<file path="config.mk">
export PLATFORM = sky130hd
export DESIGN_NAME = regfile_scoreboard
export DESIGN_NICKNAME = d
export VERILOG_FILES = /design/src/rtl/regfile_scoreboard_pkg.sv /design/src/rtl/regfile_scoreboard_counter.sv /design/src/rtl/regfile_scoreboard.sv
export SDC_FILE = /design/constraint.sdc
export NUM_CORES = 2
export LEC_CHECK = 0
export ABC_AREA = 1
export CAP_MARGIN = 0
export CORE_ASPECT_RATIO = 1.25
export CORE_MARGIN = 4
export CORE_UTILIZATION = 50
export DETAILED_ROUTE_END_ITERATION = 8
export MAX_ROUTING_LAYER = met4
export PLACE_DENSITY = 0.77
export REMOVE_ABC_BUFFERS = 1
export SETUP_SLACK_MARGIN = 0.1
export SLEW_MARGIN = 0
export SYNTH_ARGS = -nofsm -noshare
export SYNTH_HDL_FRONTEND = slang
export SYNTH_HIERARCHICAL = 1
export SYNTH_SLANG_ARGS = --single-unit
</file>
<file path="constraint.sdc">
create_clock -name clk -period 55.7 [get_ports clk]
set_input_delay 5.57 -clock clk [delete_from_list [all_inputs] [get_ports clk]]
set_output_delay 5.57 -clock clk [all_outputs]
set_load 0.03 [all_outputs]
</file>
<file path="src/rtl/regfile_scoreboard_pkg.sv">
// regfile_scoreboard_pkg: shared pipeline types and parameter defaults for the register scoreboard.
package regfile_scoreboard_pkg;
    localparam int XLEN_D     = 32;
    localparam int NREGS_D    = 32;
    localparam int NUM_READ_D = 2;
    localparam int MAX_PEND_D = 3;
    localparam int BYPASS_D   = 1;
    // Three bits hold every legal MAX_PEND (1..7).
    localparam int PW = 3;
    typedef logic [$clog2(NREGS_D)-1:0] reg_idx_t;
    typedef logic [PW-1:0] pend_t;
endpackage

</file>
<file path="src/rtl/regfile_scoreboard_counter.sv">
// sb_counter: saturating up/down count of outstanding writes to one register.
module sb_counter
    import regfile_scoreboard_pkg::*;
#(
    parameter int MAX_PEND = MAX_PEND_D
) (
    input  logic  clk,
    input  logic  reset,
    input  logic  inc,
    input  logic  wr_hit,
    input  logic  clr,
    output pend_t cnt
);
    logic dec;
    // A writeback with nothing outstanding still writes data but leaves the count at 0.
    assign dec = wr_hit && cnt != '0;
    always_ff @(posedge clk or posedge reset)
        if (reset) cnt <= '0;
        else if (clr) cnt <= '0;
        else if (inc && !dec && cnt < pend_t'(MAX_PEND)) cnt <= cnt + 1'b1;
        else if (dec && !inc) cnt <= cnt - 1'b1;
endmodule

</file>
<file path="src/rtl/regfile_scoreboard.sv">
// regfile_scoreboard: register file with per-register pending-write tracking, bypass and stall.
module regfile_scoreboard
    import regfile_scoreboard_pkg::*;
#(
    parameter int XLEN     = XLEN_D,
    parameter int NREGS    = NREGS_D,
    parameter int NUM_READ = NUM_READ_D,
    parameter int MAX_PEND = MAX_PEND_D,
    parameter int BYPASS   = BYPASS_D,
    localparam int AW      = $clog2(NREGS)
) (
    input  logic                               clk,
    input  logic                               reset,
    input  logic [NUM_READ-1:0]                rd_req,
    input  logic [NUM_READ-1:0][AW-1:0]        rd_addr,
    output logic [NUM_READ-1:0][XLEN-1:0]      rd_data,
    output logic [NUM_READ-1:0]                rd_busy,
    input  logic                               wr_en,
    input  logic [AW-1:0]                      wr_addr,
    input  logic [XLEN-1:0]                    wr_data,
    input  logic                               issue_en,
    input  logic [AW-1:0]                      issue_addr,
    output logic                               issue_ready,
    input  logic                               flush,
    output logic                               stall
);
    logic [XLEN-1:0] regs [NREGS];
    pend_t           pend [NREGS];
    logic            issue_acc;

    assign pend[0] = '0;
    assign issue_ready = pend[issue_addr] < pend_t'(MAX_PEND) ||
                         (wr_en && wr_addr == issue_addr && pend[issue_addr] != '0);
    assign issue_acc = issue_en && issue_ready && issue_addr != '0;

    for (genvar r = 1; r < NREGS; r++) begin : g_cnt
        sb_counter #(.MAX_PEND(MAX_PEND)) u_cnt (
            .clk    (clk),
            .reset  (reset),
            .inc    (issue_acc && issue_addr == AW'(r)),
            .wr_hit (wr_en && wr_addr == AW'(r)),
            .clr    (flush),
            .cnt    (pend[r])
        );
    end

    // Entry 0 is never written, so it reads back as zero without a special case.
    always_ff @(posedge clk or posedge reset)
        if (reset) for (int k = 0; k < NREGS; k++) regs[k] <= '0;
        else if (wr_en && wr_addr != '0) regs[wr_addr] <= wr_data;

    always_comb begin
        rd_data = '0;
        rd_busy = '0;
        for (int i = 0; i < NUM_READ; i++) begin
            logic hit;
            hit = BYPASS != 0 && wr_en && wr_addr == rd_addr[i] && rd_addr[i] != '0;
            rd_data[i] = hit ? wr_data : regs[rd_addr[i]];
            // Last producer retiring this cycle frees the operand, unless a new issue re-arms it.
            rd_busy[i] = pend[rd_addr[i]] != '0 &&
                         !(hit && pend[rd_addr[i]] == pend_t'(1) && !(issue_acc && issue_addr == rd_addr[i]));
        end
    end

    assign stall = |(rd_req & rd_busy);
endmodule

</file>
==> results.md <==
- Outcome: complete, but fails checks
- Failing checks: design-rule violations
- Share of synthesized registers carrying an async set or reset: 100%
- Crit path top cell by count: nand3_1
- Vias in the first global route: 63949
- Cell Rows: ~150
- Chip Height: between 400 and 500 um
- Post-synth EDFFs: 0
- Pin count of the biggest net entering global routing: about 280
- Postcts setup bufs: 0
- Final setup violation count: 0
- VDD IR max: ~27 uV
- Total grt overflow: 0
- Layout area overhead: 6.97%
- Cell taking the most area after synthesis: dfrtp_1
- Setup Crit Path Kind: input pin to output port
- #FFs+latches synth: 1117
- Synth area leaders: dfrtp_1 (42%), o21ai_0 (12%), nand2_1 (11%), nand3_1 (8.5%), a21oi_1 (6.5%)
- Leakage: between 30 and 40 nW
- Top-area cell type share of the netlist area: around two fifths
- Initial Utilization: about half
- WL final: between 200000 and 250000 um
- Syn. warnings: 6
- Final setup TNS: 0 ns
- Slowest cell delay on critical path: around 1.0 ns
- Tmin final: 15.74 ns
- Cts hold-fix bufs: 0
- Post-detail-place hpwl: ~140000 um
- Clock sinks: between 1000 and 1500
- GRT Util Overall: between 30% and 40%
- CTS tree: done
- Clk pin slew, worst setup/hold paths: ~0.06 ns
- Max Slew Vio Count: 0
- Number of routed nets with antenna violations: 0
- CTS max path bufs: 3
- Hold slack: between 0.3 and 0.4 ns
- DR pass1 iterations: 9
- Via count: between 60000 and 70000
- 1st-iter DRT viols: between 9000 and 10000
- Core area: 132000 um2
- Routed WL per cell: around 23 um
- Global-route wire length before repair: roughly 380000 um
- Die X: 335 um
- Final hold violations: 0
- Crit path arrival time: roughly 10 ns
- Hold depth: 0
- Unrepaired setup endpoints after global routing: false
- Ports: ~130
- Slew @ Worst Pin: between 1 and 1.5 ns
- Antenna violations before repair: 8
- Placer Congestion: approximately 0.97
- Clk Tree Root Cell: clkbuf_16
- Pwr Total: 2.34 mW
- Clk Latency, worst-skew pair: between 0.7 and 0.8 ns
- Min setup slack post-route: around 40 ns
- # nets final: ~9000
- PortBufs: about 130
- CTS buffer count: 110
- DRC Markers: 6
- Worst slack at placement: about 40 ns
- Cts repair resizes: 0
- Syn avg cell area: a little over 7 um2
- Max-slew headroom: between 10 and 15%
- Worst Skew: ~0.037 ns
- Number of H-tree levels: 3
- Share of layout cells above drive strength 1: 5.67%
- Die Area: 139000 um2
- Max-cap viol count: 0
- Reg2Reg Depth: 21
- Cells after Synth: around 9400
- Cell Chain, Critical Path: buf_8, inv_8, buf_4, buf_4, o21ai_0, nand3_1, nand3_1, nand3_1, nand3_1, o21ai_0, clkdlybuf4s50_1
- Power per cell area: between 30 and 40 nW/um2
- CP max FO: between 100 and 150
- Library cells used by synthesis: just over 40
- Fmax: about 64 MHz
- Final worst path period share: between 20% and 30%
- Slowest cell on crit path: buf_4
- Hold/Removal Path Class: flip-flop to flip-flop
- CP startpoint kind: input pin
- Synthesized cell area: 66800 um2
- Req. time, crit path: 50.13 ns
- Top_reg_cell synth: dfrtp_1
- Vias per cell: 6.30
- CP endpoint kind: output port
- Register area share after synthesis: between 40% and 50%
-- per-layer routing --
metal / GRT usage, % / routed length, um / part of all wire, % / up-vias
li1: - / - / - / 30353
met1: 42.9 / 88000 / 35 / 31269
met2: 52.8 / 107000 / 43 / 4892
met3: 7.70 / 31800 / 13 / 1349
met4: 26.6 / 22500 / 9.0 / 0
met5: - / 0 / 0 / -
-- critical path: cells and delay by family --
kind,cells,cell delay (ns)
simple gates,4,0.42
compound gates,2,0.49
buf+inv,5,3.43
-- final cells by class --
cell class                 instances  area [um2]
inverter                         969        3690
clock inverter                    36         417
clock buffer                     162        3240
sequential                      1117       28000
timing repair buffer             228        2110
antenna                            7        17.5
tap                             1736        2170
multi-input combinational       6520       31800
fill                           12373       60900
-- power breakdown --
group	switching, mW	total (mW)	internal (mW)	leakage, nW
Sequential	0.0836	1.05	0.969	13.7
Clock	0.341	0.767	0.426	1.81
Combinational	0.348	0.518	0.170	16.7
-- cell usage in the layout, fill, tap and decap left out, drive strengths merged --
cell type and count:
or2 1, buf 114, o211ai 281, diode 7, nand2 1962, o311ai 1, bufinv 5, o221ai 5
o22ai 6, clkinv 31, nand4 2, a211oi 3, nand3b 31, clkbuf 162, dfrtp 1117, nor2 309
o21ai 1802, fa 31, nand3 1167, o2111ai 3, a21oi 899, clkinvlp 2, inv 967, xnor2 2
o31ai 1, a31oi 1, clkdlybuf4s50 114, nor3 4, nor4 3, and2 2, xor2 4
-- path summary, 6_finish.rpt --
kind | end | slack [ns] | from
max in group asynchronous | regs[301] | 46.82 | reset
max | rd_data[29] | 39.96 | rd_addr[0]
min | regs[1005] | 0.38 | regs[1005]
min in group asynchronous | g_cnt[19].u_cnt/cnt[1] | 5.36 | reset
max reg2reg | g_cnt[12].u_cnt/cnt[1] | 52.23 | g_cnt[14].u_cnt/cnt[2]
min reg2reg | regs[1005] | 0.38 | regs[1005]
-- synth_stat cells, types with 10 or more instances --
master    count
nand2_1    1925
o21ai_0    1666
nand3_1    1135
dfrtp_1    1117
inv_1       908
a21oi_1     868
clkbuf_1    457
nor2_1      304
o211ai_1    281
buf_2       226
o21ai_1     105
buf_1        89
inv_2        54
nand2_2      35
a21oi_2      31
buf_4        31
fa_1         31
nand3_2      31
nand3b_1     31
o21ai_2      31
buf_6        10
-- cells by family after synthesis --
kind of cell,after synthesis,share of synthesized area (%)
AND/OR/NAND/NOR,3481,22.4
AO/OA/AOI/OAI,3002,24.0
buffers and inverters,1783,10.7
flip-flops,1117,41.9
adder cells (fa/ha/maj),31,0.930
XOR/XNOR,6,0.0787
-- registers in the layout, summed over array words and instances (netlist names) --
name and count:
g_cnt.u_cnt/cnt 93, regs 1024
-- per-stage QoR --
stage / cells / utilization, % / area [um2]
after floorplan: 8606 / - / 63200
after global placement: 10570 / 51.2 / 67700
after detailed placement: 10570 / 51.2 / 67700
after CTS: 10768 / 53.9 / 71400
after global routing: 10775 / 54.0 / 71400
final: 10775 / 54.0 / 71400
(Power assumes the default switching activity.)
